**config.mk**
```make
export PLATFORM = sky130hd
export DESIGN_NAME = load_run_ctrl_flat
export DESIGN_NICKNAME = d
export VERILOG_FILES = /design/src/rtl/load_run_ctrl_if.sv /design/src/rtl/load_run_ctrl.sv /design/src/flat_wrapper.sv
export SDC_FILE = /design/constraint.sdc
export NUM_CORES = 1
export LEC_CHECK = 0
export CORE_ASPECT_RATIO = 1.75
export CORE_MARGIN = 5
export CORE_UTILIZATION = 57
export DETAILED_ROUTE_END_ITERATION = 7
export GPL_TIMING_DRIVEN = 0
export MAX_ROUTING_LAYER = met4
export PLACE_DENSITY_LB_ADDON = 0.3
export SLEW_MARGIN = 25
export SYNTH_ARGS = -nofsm -noshare
export SYNTH_HDL_FRONTEND = slang
export SYNTH_SLANG_ARGS = --single-unit
```
**constraint.sdc**
```tcl
create_clock -name clk -period 4.2 [get_ports clk]
set_input_delay 0.84 -clock clk [delete_from_list [all_inputs] [get_ports clk]]
set_output_delay 0.84 -clock clk [all_outputs]
set_load 0.02 [all_outputs]
```
**src/rtl/load_run_ctrl_if.sv**
```systemverilog
// load_run_ctrl_if: load/run sequencing bus between the controller and its host/core side.
interface load_run_ctrl_if #(parameter int AW = 4);
  logic ena;
  logic proc_en;
  logic csi;
  logic csd;
  logic mosi;
  logic core_halt;
  logic imem_we;
  logic dmem_we;
  logic [AW-1:0] waddr;
  logic [7:0] wdata;
  logic core_rst_n;
  logic core_run;
  logic done;
  logic timeout;
  logic [7:0] cycles;
  modport slave (
    input ena, proc_en, csi, csd, mosi, core_halt,
    output imem_we, dmem_we, waddr, wdata, core_rst_n, core_run, done, timeout, cycles
  );
  modport master (
    output ena, proc_en, csi, csd, mosi, core_halt,
    input imem_we, dmem_we, waddr, wdata, core_rst_n, core_run, done, timeout, cycles
  );
endinterface

```
**src/rtl/load_run_ctrl.sv**
```systemverilog
// load_run_ctrl: serial program/data loader and run sequencer with cycle watchdog.
module load_run_ctrl #(
  parameter int IMEM_AW = 4,
  parameter int DMEM_AW = 4,
  parameter int MAX_CYCLES = 255
) (
  input logic clk,
  input logic rst_n,
  load_run_ctrl_if.slave bus
);
  localparam int WAW = (IMEM_AW > DMEM_AW) ? IMEM_AW : DMEM_AW;
  localparam logic [WAW-1:0] IMASK = WAW'((1 << IMEM_AW) - 1);
  localparam logic [WAW-1:0] DMASK = WAW'((1 << DMEM_AW) - 1);
  localparam logic [7:0] MAXC = 8'(MAX_CYCLES);
  typedef enum logic [2:0] {IDLE, LOAD_I, LOAD_D, RUN, DONE} state_t;
  state_t state_q, state_d;
  logic [2:0] bit_q, bit_d;
  logic [7:0] shift_q, shift_d;
  logic [WAW-1:0] addr_q, addr_d;
  logic imem_we_q, imem_we_d;
  logic dmem_we_q, dmem_we_d;
  logic [WAW-1:0] waddr_q, waddr_d;
  logic [7:0] wdata_q, wdata_d;
  logic core_rst_n_q, core_rst_n_d;
  logic core_run_q, core_run_d;
  logic done_q, done_d;
  logic timeout_q, timeout_d;
  logic [7:0] cycles_q, cycles_d;
  logic sel;
  logic [7:0] cyc_inc;
  always_comb begin
    state_d = state_q;
    bit_d = bit_q;
    shift_d = shift_q;
    addr_d = addr_q;
    imem_we_d = 1'b0;
    dmem_we_d = 1'b0;
    waddr_d = waddr_q;
    wdata_d = wdata_q;
    timeout_d = timeout_q;
    cycles_d = cycles_q;
    sel = (state_q == LOAD_I) ? (bus.csi && !bus.csd) : (bus.csd && !bus.csi);
    cyc_inc = (cycles_q == 8'hff) ? cycles_q : cycles_q + 8'd1;
    if (!bus.ena) begin
      state_d = IDLE;
      waddr_d = '0;
      wdata_d = '0;
      timeout_d = 1'b0;
    end else begin
      case (state_q)
        IDLE: begin
          bit_d = '0;
          shift_d = '0;
          addr_d = '0;
          timeout_d = 1'b0;
          if (bus.csi && !bus.csd) state_d = LOAD_I;
          else if (bus.csd && !bus.csi) state_d = LOAD_D;
          else if (!bus.csi && !bus.csd && bus.proc_en) begin
            state_d = RUN;
            cycles_d = '0;
          end
        end
        LOAD_I, LOAD_D: begin
          if (!sel) state_d = IDLE;
          else begin
            shift_d = {shift_q[6:0], bus.mosi};
            bit_d = bit_q + 3'd1;
            // 8th bit of the byte: strobe the completed byte out on this edge
            if (bit_q == 3'd7) begin
              imem_we_d = (state_q == LOAD_I);
              dmem_we_d = (state_q == LOAD_D);
              waddr_d = addr_q;
              wdata_d = shift_d;
              addr_d = (addr_q + WAW'(1)) & ((state_q == LOAD_I) ? IMASK : DMASK);
            end
          end
        end
        RUN: begin
          cycles_d = cyc_inc;
          if (!bus.proc_en) state_d = IDLE;
          else if (bus.core_halt) state_d = DONE;
          else if (cyc_inc >= MAXC) begin
            state_d = DONE;
            timeout_d = 1'b1;
          end
        end
        DONE: begin
          if (!bus.proc_en) begin
            state_d = IDLE;
            timeout_d = 1'b0;
          end
        end
        default: state_d = IDLE;
      endcase
    end
    core_rst_n_d = (state_d == RUN) || (state_d == DONE);
    core_run_d = (state_d == RUN);
    done_d = (state_d == DONE);
  end
  always_ff @(posedge clk or negedge rst_n) begin
    if (!rst_n) begin
      state_q <= IDLE;
      bit_q <= '0;
      shift_q <= '0;
      addr_q <= '0;
      imem_we_q <= 1'b0;
      dmem_we_q <= 1'b0;
      waddr_q <= '0;
      wdata_q <= '0;
      core_rst_n_q <= 1'b0;
      core_run_q <= 1'b0;
      done_q <= 1'b0;
      timeout_q <= 1'b0;
      cycles_q <= '0;
    end else begin
      state_q <= state_d;
      bit_q <= bit_d;
      shift_q <= shift_d;
      addr_q <= addr_d;
      imem_we_q <= imem_we_d;
      dmem_we_q <= dmem_we_d;
      waddr_q <= waddr_d;
      wdata_q <= wdata_d;
      core_rst_n_q <= core_rst_n_d;
      core_run_q <= core_run_d;
      done_q <= done_d;
      timeout_q <= timeout_d;
      cycles_q <= cycles_d;
    end
  end
  assign bus.imem_we = imem_we_q;
  assign bus.dmem_we = dmem_we_q;
  assign bus.waddr = waddr_q;
  assign bus.wdata = wdata_q;
  assign bus.core_rst_n = core_rst_n_q;
  assign bus.core_run = core_run_q;
  assign bus.done = done_q;
  assign bus.timeout = timeout_q;
  assign bus.cycles = cycles_q;
endmodule

```
**src/flat_wrapper.sv**
```systemverilog
// flat-port wrapper written by rule: the top's interface ports become plain ports
module load_run_ctrl_flat 
#(
  parameter int IMEM_AW = 4,
  parameter int DMEM_AW = 4,
  parameter int MAX_CYCLES = 255
)
  (clk, rst_n, bus_ena, bus_proc_en, bus_csi, bus_csd, bus_mosi, bus_core_halt, bus_imem_we, bus_dmem_we, bus_waddr, bus_wdata, bus_core_rst_n, bus_core_run, bus_done, bus_timeout, bus_cycles);
  load_run_ctrl_if #(.AW(4)) bus_i ();
  input logic clk;
  input logic rst_n;
  input wire logic [$bits(bus_i.ena)-1:0] bus_ena;
  input wire logic [$bits(bus_i.proc_en)-1:0] bus_proc_en;
  input wire logic [$bits(bus_i.csi)-1:0] bus_csi;
  input wire logic [$bits(bus_i.csd)-1:0] bus_csd;
  input wire logic [$bits(bus_i.mosi)-1:0] bus_mosi;
  input wire logic [$bits(bus_i.core_halt)-1:0] bus_core_halt;
  output wire logic [$bits(bus_i.imem_we)-1:0] bus_imem_we;
  output wire logic [$bits(bus_i.dmem_we)-1:0] bus_dmem_we;
  output wire logic [$bits(bus_i.waddr)-1:0] bus_waddr;
  output wire logic [$bits(bus_i.wdata)-1:0] bus_wdata;
  output wire logic [$bits(bus_i.core_rst_n)-1:0] bus_core_rst_n;
  output wire logic [$bits(bus_i.core_run)-1:0] bus_core_run;
  output wire logic [$bits(bus_i.done)-1:0] bus_done;
  output wire logic [$bits(bus_i.timeout)-1:0] bus_timeout;
  output wire logic [$bits(bus_i.cycles)-1:0] bus_cycles;
  assign bus_i.ena = bus_ena;
  assign bus_i.proc_en = bus_proc_en;
  assign bus_i.csi = bus_csi;
  assign bus_i.csd = bus_csd;
  assign bus_i.mosi = bus_mosi;
  assign bus_i.core_halt = bus_core_halt;
  assign bus_imem_we = bus_i.imem_we;
  assign bus_dmem_we = bus_i.dmem_we;
  assign bus_waddr = bus_i.waddr;
  assign bus_wdata = bus_i.wdata;
  assign bus_core_rst_n = bus_i.core_rst_n;
  assign bus_core_run = bus_i.core_run;
  assign bus_done = bus_i.done;
  assign bus_timeout = bus_i.timeout;
  assign bus_cycles = bus_i.cycles;
  load_run_ctrl #(.IMEM_AW(IMEM_AW), .DMEM_AW(DMEM_AW), .MAX_CYCLES(MAX_CYCLES)) u_core (.clk(clk), .rst_n(rst_n), .bus(bus_i));
endmodule
```
==> summary.md, run 1 <==
| Metric | Value |
|---|---|
| Gpl congestion | `0.903` |
| Die ar. | `0.00519 mm^2` |
| CP max FO | `10` |
| Vias in the first global route | `1795` |
| Via/cell ratio | `5.88` |
| Drt pass-1 iters | `4` |
| Synth area leaders | `dfrtp_1 (50%), nand3_1 (6.7%), mux2i_1 (5.5%)` |
| Synth area leader | `dfrtp_1` |
| Synth unique cells | `43` |
| First-pass GRT wire length | `8.07 mm` |
| Via count | `1793` |
| FMAX | `389 MHz` |
| Latest clock arrival within the worst-skew pair | `0.29 ns` |
| TritonCTS clock tree | `done` |
| MaxCap Viol Count | `0` |
| Mean Syn Cell Area | `9.91 um^2` |
| Worst setup startpoint | `bus_csi` |
| Ys async rst share | `100%` |
| Clock Skew | `0.00492 ns` |
| Cells on worst reg2reg path | `7` |
| Synth top area share | `49.6%` |
| EDFF count, synth | `0` |
| Peak VDD IR | `0.364 mV` |
| 1st-iter DRT viols | `82` |
| Crit path to | `u_core.bus.waddr[0]` |
| Root buffer cell | `clkbuf_8` |
| Core Area | `0.00366 mm^2` |
| Final min period | `2.57 ns` |
| CP required | `4.36 ns` |
| Hold Path Class | `in2async` |
| Syn nets | `231` |
| Cells after Synth | `219` |
| Slew margin rel. | `64.0%` |
| Total GRT Usage | `20.1%` |
| Area of the multi-input gates | `0.00101 mm^2` |
| Critical Path End Type | `flip-flop` |
| Post-CTS setup buffers | `0` |
| Post-route cell area | `0.00267 mm^2` |
| Setup tns final | `0 ns` |
| Net count, final | `271` |
| PD cells | `300 mW/mm^2` |
| Starting Density | `59.2%` |
| Worst r2r dst | `u_core.bus.core_rst_n` |
| Row cnt | `29` |
| Largest net degree at the start of global routing | `23` |
| Horiz. Die Dim | `56.6 um` |
| Clock-pin slew of the registers on the worst-case setup and hold paths | `0.07 ns` |
| Internal reg-to-reg setup slack | `2.14 ns` |
| # diodes | `0` |
| Synth Flop Type | `dfrtp_1` |
| Crit-path cells | `clkdlybuf4s50_1, nand4bb_2, a211oi_4, buf_6, mux2i_1, nor2_1` |
| Status | `completed` |
| Clock buffer depth | `2` |
| I/O pins | `34` |
| Wire per inst | `15.6 um` |
| Hpwl dp | `3.57 mm` |
| Register bit total from synthesis | `43` |
| Sequential-to-total area share from yosys stat | `49.6%` |
| Fillcell total | `274` |
| Num CTS Buffers | `5` |
| Hold_buf cts | `0` |
| Static Leak | `1.18 nW` |
| Final Setup Violations | `0` |
| DRC | `0` |
| Register area | `0.00108 mm^2` |
| CTS Sinks | `43` |
| RR Startpoint | `u_core.bus.cycles[0]` |
| DIE HEIGHT | `91.6 um` |
| Pins Over Slew Limit | `0` |
| Worst-margin pin slew | `0.540 ns` |
| Layout area overhead | `23.2%` |
| Critical path's slowest cell | `a211oi_4` |
| Post-CTS sizing | `0` |
| Antenna violations before repair | `0` |
| Critical path class | `in2reg` |
| Synthesized area | `0.00217 mm^2` |
| Unrepaired setup endpoints after global routing | `no` |
| Final ANT Viol Nets | `0` |
| YS warnings | `0` |
| Overflow after GRT | `0` |
| Share of layout cells above drive strength 1 | `10.0%` |
| Worst Path Arrival | `2.74 ns` |
| Max incr delay on CP | `0.52 ns` |
| H-Tree Depth | `2` |
| Startpoint Class | `primary input` |
| Routed WL | `4.74 mm` |
| Final hold violation count | `0` |
| Period utilization | `61.2%` |
| Area after DPL | `0.00257 mm^2` |
| Port Buffers | `32` |
==> cells in the mapped netlist (all sizes together) (4+ instances only) <==
master  count
dfrtp      43
ha          4
and3        4
a21oi      11
nand3      29
nor2       21
buf         6
nor3        5
mux2i      12
nand2      25
o21ai      11
clkbuf      6
==> report_power, final <==
| group | leakage, nW | total [W] | internal [W] | switching, W |
|---|---|---|---|---|
| sequential | 0.598 | 0.000426 | 0.000419 | 0.00000699 |
| clock | 0.0513 | 0.000307 | 0.000174 | 0.000133 |
| combinational | 0.532 | 0.0000691 | 0.0000278 | 0.0000413 |
==> state kept, by name, summed over array words and instances, names as in the netlist <==
name and cells:
u_core.bus.timeout 1, u_core.bus.dmem_we 1, u_core.shift_q 7, u_core.bus.done 1, u_core.bus.waddr 4, u_core.bus.imem_we 1, u_core.bus.core_run 1, u_core.bus.cycles 8
u_core.state_q 3, u_core.bus.wdata 8, u_core.addr_q 4, u_core.bus.core_rst_n 1, u_core.bit_q 3
==> cell families after synthesis <==
kind of cell	after synthesis	share of synthesized area [%]
adder cells (fa/ha/maj)	4	2.31
AND/OR/NAND/NOR	98	23.1
multiplexers	13	6.23
flip-flops	43	49.6
buffers and inverters	16	3.75
AO/OA/AOI/OAI	43	14.2
XOR/XNOR	2	0.808
==> worst min path at each step <==
stage,end,cells after the start,start
global placement,u_core.bit_q[1],2,u_core.bit_q[1]
finish,u_core.bus.core_run,1,rst_n
detailed placement,u_core.shift_q[6],2,u_core.shift_q[6]
global route,u_core.shift_q[6],2,u_core.shift_q[6]
CTS,u_core.shift_q[6],2,u_core.shift_q[6]
floorplan,u_core.shift_q[6],2,u_core.shift_q[6]
==> through the flow <==
stage | util [%] | hold WS, ns | power (W) | worst slack [ns] | std cells
CTS | 72.9 | 0.512 | 0.000807 | 1.63 | 305
global placement | 69.5 | 0.485 | 0.000499 | 1.18 | 297
finish | 72.9 | 0.522 | 0.000803 | 1.63 | 305
global route | 72.9 | 0.552 | 0.000836 | 1.49 | 305
detailed placement | 70.1 | 0.496 | 0.000504 | 1.32 | 298
floorplan | - | 0.467 | 0.000470 | 2.13 | 219
==> cell type report <==
| cell class | instances | share of cell area, % |
|---|---|---|
| Sequential cell | 43 | 40.3 |
| Multi-Input combinational cell | 160 | 37.9 |
| Timing Repair Buffer | 33 | 12.8 |
| Clock buffer | 6 | 2.72 |
| Buffer | 12 | 2.48 |
| Tap cell | 46 | 2.15 |
| Clock inverter | 1 | 1.12 |
| Inverter | 4 | 0.562 |
==> worst max-delay path: cells and delay by family <==
kind	cells	cell delay, ns
compound gates	1	0.52
buf+inv	2	0.75
mux	1	0.21
simple gates	2	0.42
==> cell usage in the layout (no fill, tap or decap), drive strengths merged, types with 2 or more instances in the layout <==
cell           netlist  layout
a21boi               2       2
nor2b                2       2
o211ai               3       3
clkbuf               6      12
nor4                 2       2
clkdlybuf4s50        0      31
nand2               25      25
buf                  6       8
mux2i               12      12
a21oi               11      11
a21o                 2       2
dfrtp               43      43
nand4                2       2
a41oi                2       2
nor2                21      21
nand4bb              2       2
nand3               29      29
a211oi               3       3
or2                  3       3
o21ai               11      11
ha                   4       4
a31oi                2       2
o41ai                2       2
nor3                 5       5
and3                 4       4
inv                  3       3
xor2                 2       2
==> metal layers <==
layer	vias up	routed length (um)	global-route usage, %
li1	869	-	-
met4	0	183	10.7
met5	-	0	-
met1	852	1800	21.0
met3	18	196	3.93
met2	54	2560	34.9
Power figures use the tool's default switching activity.
==> inputs of run 2 (changes only) <==
--- a/config.mk
+++ b/config.mk
@@ -7,7 +7,7 @@
 export LEC_CHECK = 0
 export CORE_ASPECT_RATIO = 1.75
 export CORE_MARGIN = 5
-export CORE_UTILIZATION = 57
+export CORE_UTILIZATION = 48
 export DETAILED_ROUTE_END_ITERATION = 7
 export GPL_TIMING_DRIVEN = 0
 export MAX_ROUTING_LAYER = met4
==> constraint.sdc (replaced) <==
create_clock -name clk -period 2.2 [get_ports clk]
set_input_delay 0.44 -clock clk [delete_from_list [all_inputs] [get_ports clk]]
set_output_delay 0.44 -clock clk [all_outputs]
set_load 0.02 [all_outputs]
==> run 2 against run 1 <==
Against the previous run: first-iteration DRC count decreased by 7.3%; combinational power increased by 91%; power increased by 96%; clock power increased by 110%; critical endpoint is now u_core.bus.cycles[0]; critical path type unchanged; final area increased by 1.3%; core utilization decreased by 11 points; setup slack got worse by 1.5 ns; non-clock buffer count increased by 2.
==> summary.md, run 2 (synthesis results as in run 1) <==
| Metric | Value |
|---|---|
| Reg power frac | `51.6%` |
| CP required | `2.38 ns` |
| CP max FO | `7` |
| FMAX | `479 MHz` |
| Worst-margin pin slew | `0.669 ns` |
| DRC | `0` |
| Routed WL | `4.98 mm` |
| Slew margin rel. | `54.8%` |
| Latest clock arrival within the worst-skew pair | `0.29 ns` |
| Net count, final | `273` |
| Internal cell power | `0.00122 W` |
| Pins Over Slew Limit | `0` |
| Port Buffers | `32` |
| Critical path class | `in2reg` |
| Final worst setup slack | `0.111 ns` |
| Unrepaired setup endpoints after global routing | `no` |
| TritonCTS clock tree | `done` |
| Commonest non-fill, non-tap cell in the layout | `dfrtp_1` |
| Final Setup Violations | `0` |
| Clock buffer depth | `2` |
| Combinational fraction of design power | `8.4%` |
| Final hold violation count | `0` |
| Drt pass-1 iters | `4` |
| PD cells | `582 mW/mm^2` |
| Clock Skew | `0.00793 ns` |
| Vias in the first global route | `1902` |
| Static Leak | `1.20 nW` |
| MaxCap Viol Count | `0` |
| Layout area overhead | `24.8%` |
| Worst Path Arrival | `2.27 ns` |
| Internal reg-to-reg setup slack | `0.16 ns` |
| Overflow after GRT | `0` |
| Final std cells w/o fill | `313` |
| Horiz. Die Dim | `60.8 um` |
| Period utilization | `94.9%` |
| First-pass GRT wire length | `8.72 mm` |
| Via/cell ratio | `5.79` |
| Most frequent cells in the layout | `dfrtp_1 (43), clkdlybuf4s50_1 (31), nand3_1 (29), nand2_1 (25), nor2_1 (21)` |
| I/O pins | `34` |
| Hpwl dp | `3.71 mm` |
| Hold Path Class | `in2async` |
| Startpoint Class | `primary input` |
| Num CTS Buffers | `5` |
| H-Tree Depth | `2` |
| Total GRT Usage | `19.2%` |
| Sw Ratio | `22.6%` |
| CTS Sinks | `43` |
| Final ANT Viol Nets | `0` |
| Clk pwr share | `40.0%` |
| Die ar. | `0.00602 mm^2` |
| Via count | `1813` |
| DIE HEIGHT | `98.9 um` |
| Antenna violations before repair | `0` |
| Row cnt | `32` |
| Clock-pin slew of the registers on the worst-case setup and hold paths | `0.08 ns` |
| Psw | `0.000357 W` |
| Pre-CTS WS | `-0.305 ns` |
| Starting Density | `49.3%` |
| Post-Place Cells | `303` |
| 1st-iter DRT viols | `76` |
| Root buffer cell | `clkbuf_8` |
| # diodes | `0` |
| Peak VDD IR | `0.500 mV` |
| Wire per inst | `15.9 um` |
| Total Power | `0.00158 W` |
| Core Area | `0.00440 mm^2` |
| Status | `completed` |
| Final min period | `2.09 ns` |
| Critical Path End Type | `flip-flop` |
| Gpl congestion | `0.918` |
| Largest net degree at the start of global routing | `29` |
| Share of layout cells above drive strength 1 | `12.2%` |
run 2: what timing repair did:
item / in CTS / in global routing
hold buffers: 0 / 0
setup endpoints to repair: 1 / 12
gates resized for setup: 0 / 3
buffers inserted: 2 / 0
pin swaps: 1 / 0
run 2: area by class of cell:
| type | count | area (um^2) |
|---|---|---|
| multi-input cells | 160 | 1020 |
| inverters | 4 | 15.0 |
| plain buffers | 12 | 67.6 |
| repair buffers | 35 | 350 |
| flip-flops and latches | 43 | 1080 |
| fillers | 394 | 1700 |
| clock buffers | 6 | 82.6 |
| clock inverters | 2 | 35.0 |
| well taps | 51 | 63.8 |
run 2: routing by layer:
layer  part of all wire, %  vias up  global-route usage, %
met5                     0        -                      -
met4                   4.3        0                   10.4
met3                   4.4       22                   3.41
met2                    54       49                   30.9
met1                    37      878                   21.8
li1                      -      864                      -
run 2: path summary, 6_finish.rpt:
path	to	cells after the start	startpoint
max	u_core.bus.cycles[0]	6	bus_proc_en
min	u_core.bus.cycles[2]	1	rst_n
max in group asynchronous	u_core.bus.waddr[1]	2	rst_n
max reg2reg	u_core.bus.timeout	5	u_core.bus.cycles[0]
min reg2reg	u_core.bit_q[2]	2	u_core.bit_q[2]
min in group clk	u_core.addr_q[1]	3	bus_ena
run 2: stage by stage:
step                setup TNS (ns)  area [um^2]  hold WS [ns]  utilization (%)
floorplan                        0         2170         0.144                -
global placement            -24.45         2550         0.486             58.0
detailed placement           -4.76         2570         0.388             58.3
CTS                              0         2700        0.0671             61.3
global route                     0         2710        0.0841             61.5
finish                           0         2710        0.0685             61.5
run 2: worst max-delay path, cell delays in order:
cell and delay [ns]:
clkdlybuf4s50_1 0.61, nand2b_4 0.08, or4b_4 0.50, a21oi_4 0.27, o21ai_2 0.11, mux2_4 0.26
run 2: power groups by stage:
stage          registers (W)  clock network (W)  logic (W)
2_1_floorplan       0.000834                  0  0.0000626
5_1_grt             0.000816           0.000689   0.000147
6_report            0.000813           0.000631   0.000132
4_1_cts             0.000813           0.000647   0.000133
3_3_place_gp        0.000829                  0   0.000128
3_5_place_dp        0.000829                  0   0.000132
==> inputs of run 3 (changes only) <==
--- a/config.mk
+++ b/config.mk
@@ -8,6 +8,7 @@
 export CORE_ASPECT_RATIO = 1.75
 export CORE_MARGIN = 5
 export CORE_UTILIZATION = 48
+export CTS_CLUSTER_SIZE = 8
 export DETAILED_ROUTE_END_ITERATION = 7
 export GPL_TIMING_DRIVEN = 0
 export MAX_ROUTING_LAYER = met4
==> results of run 3 <==
Final layout, timing and power as in run 2 (identical DEF).
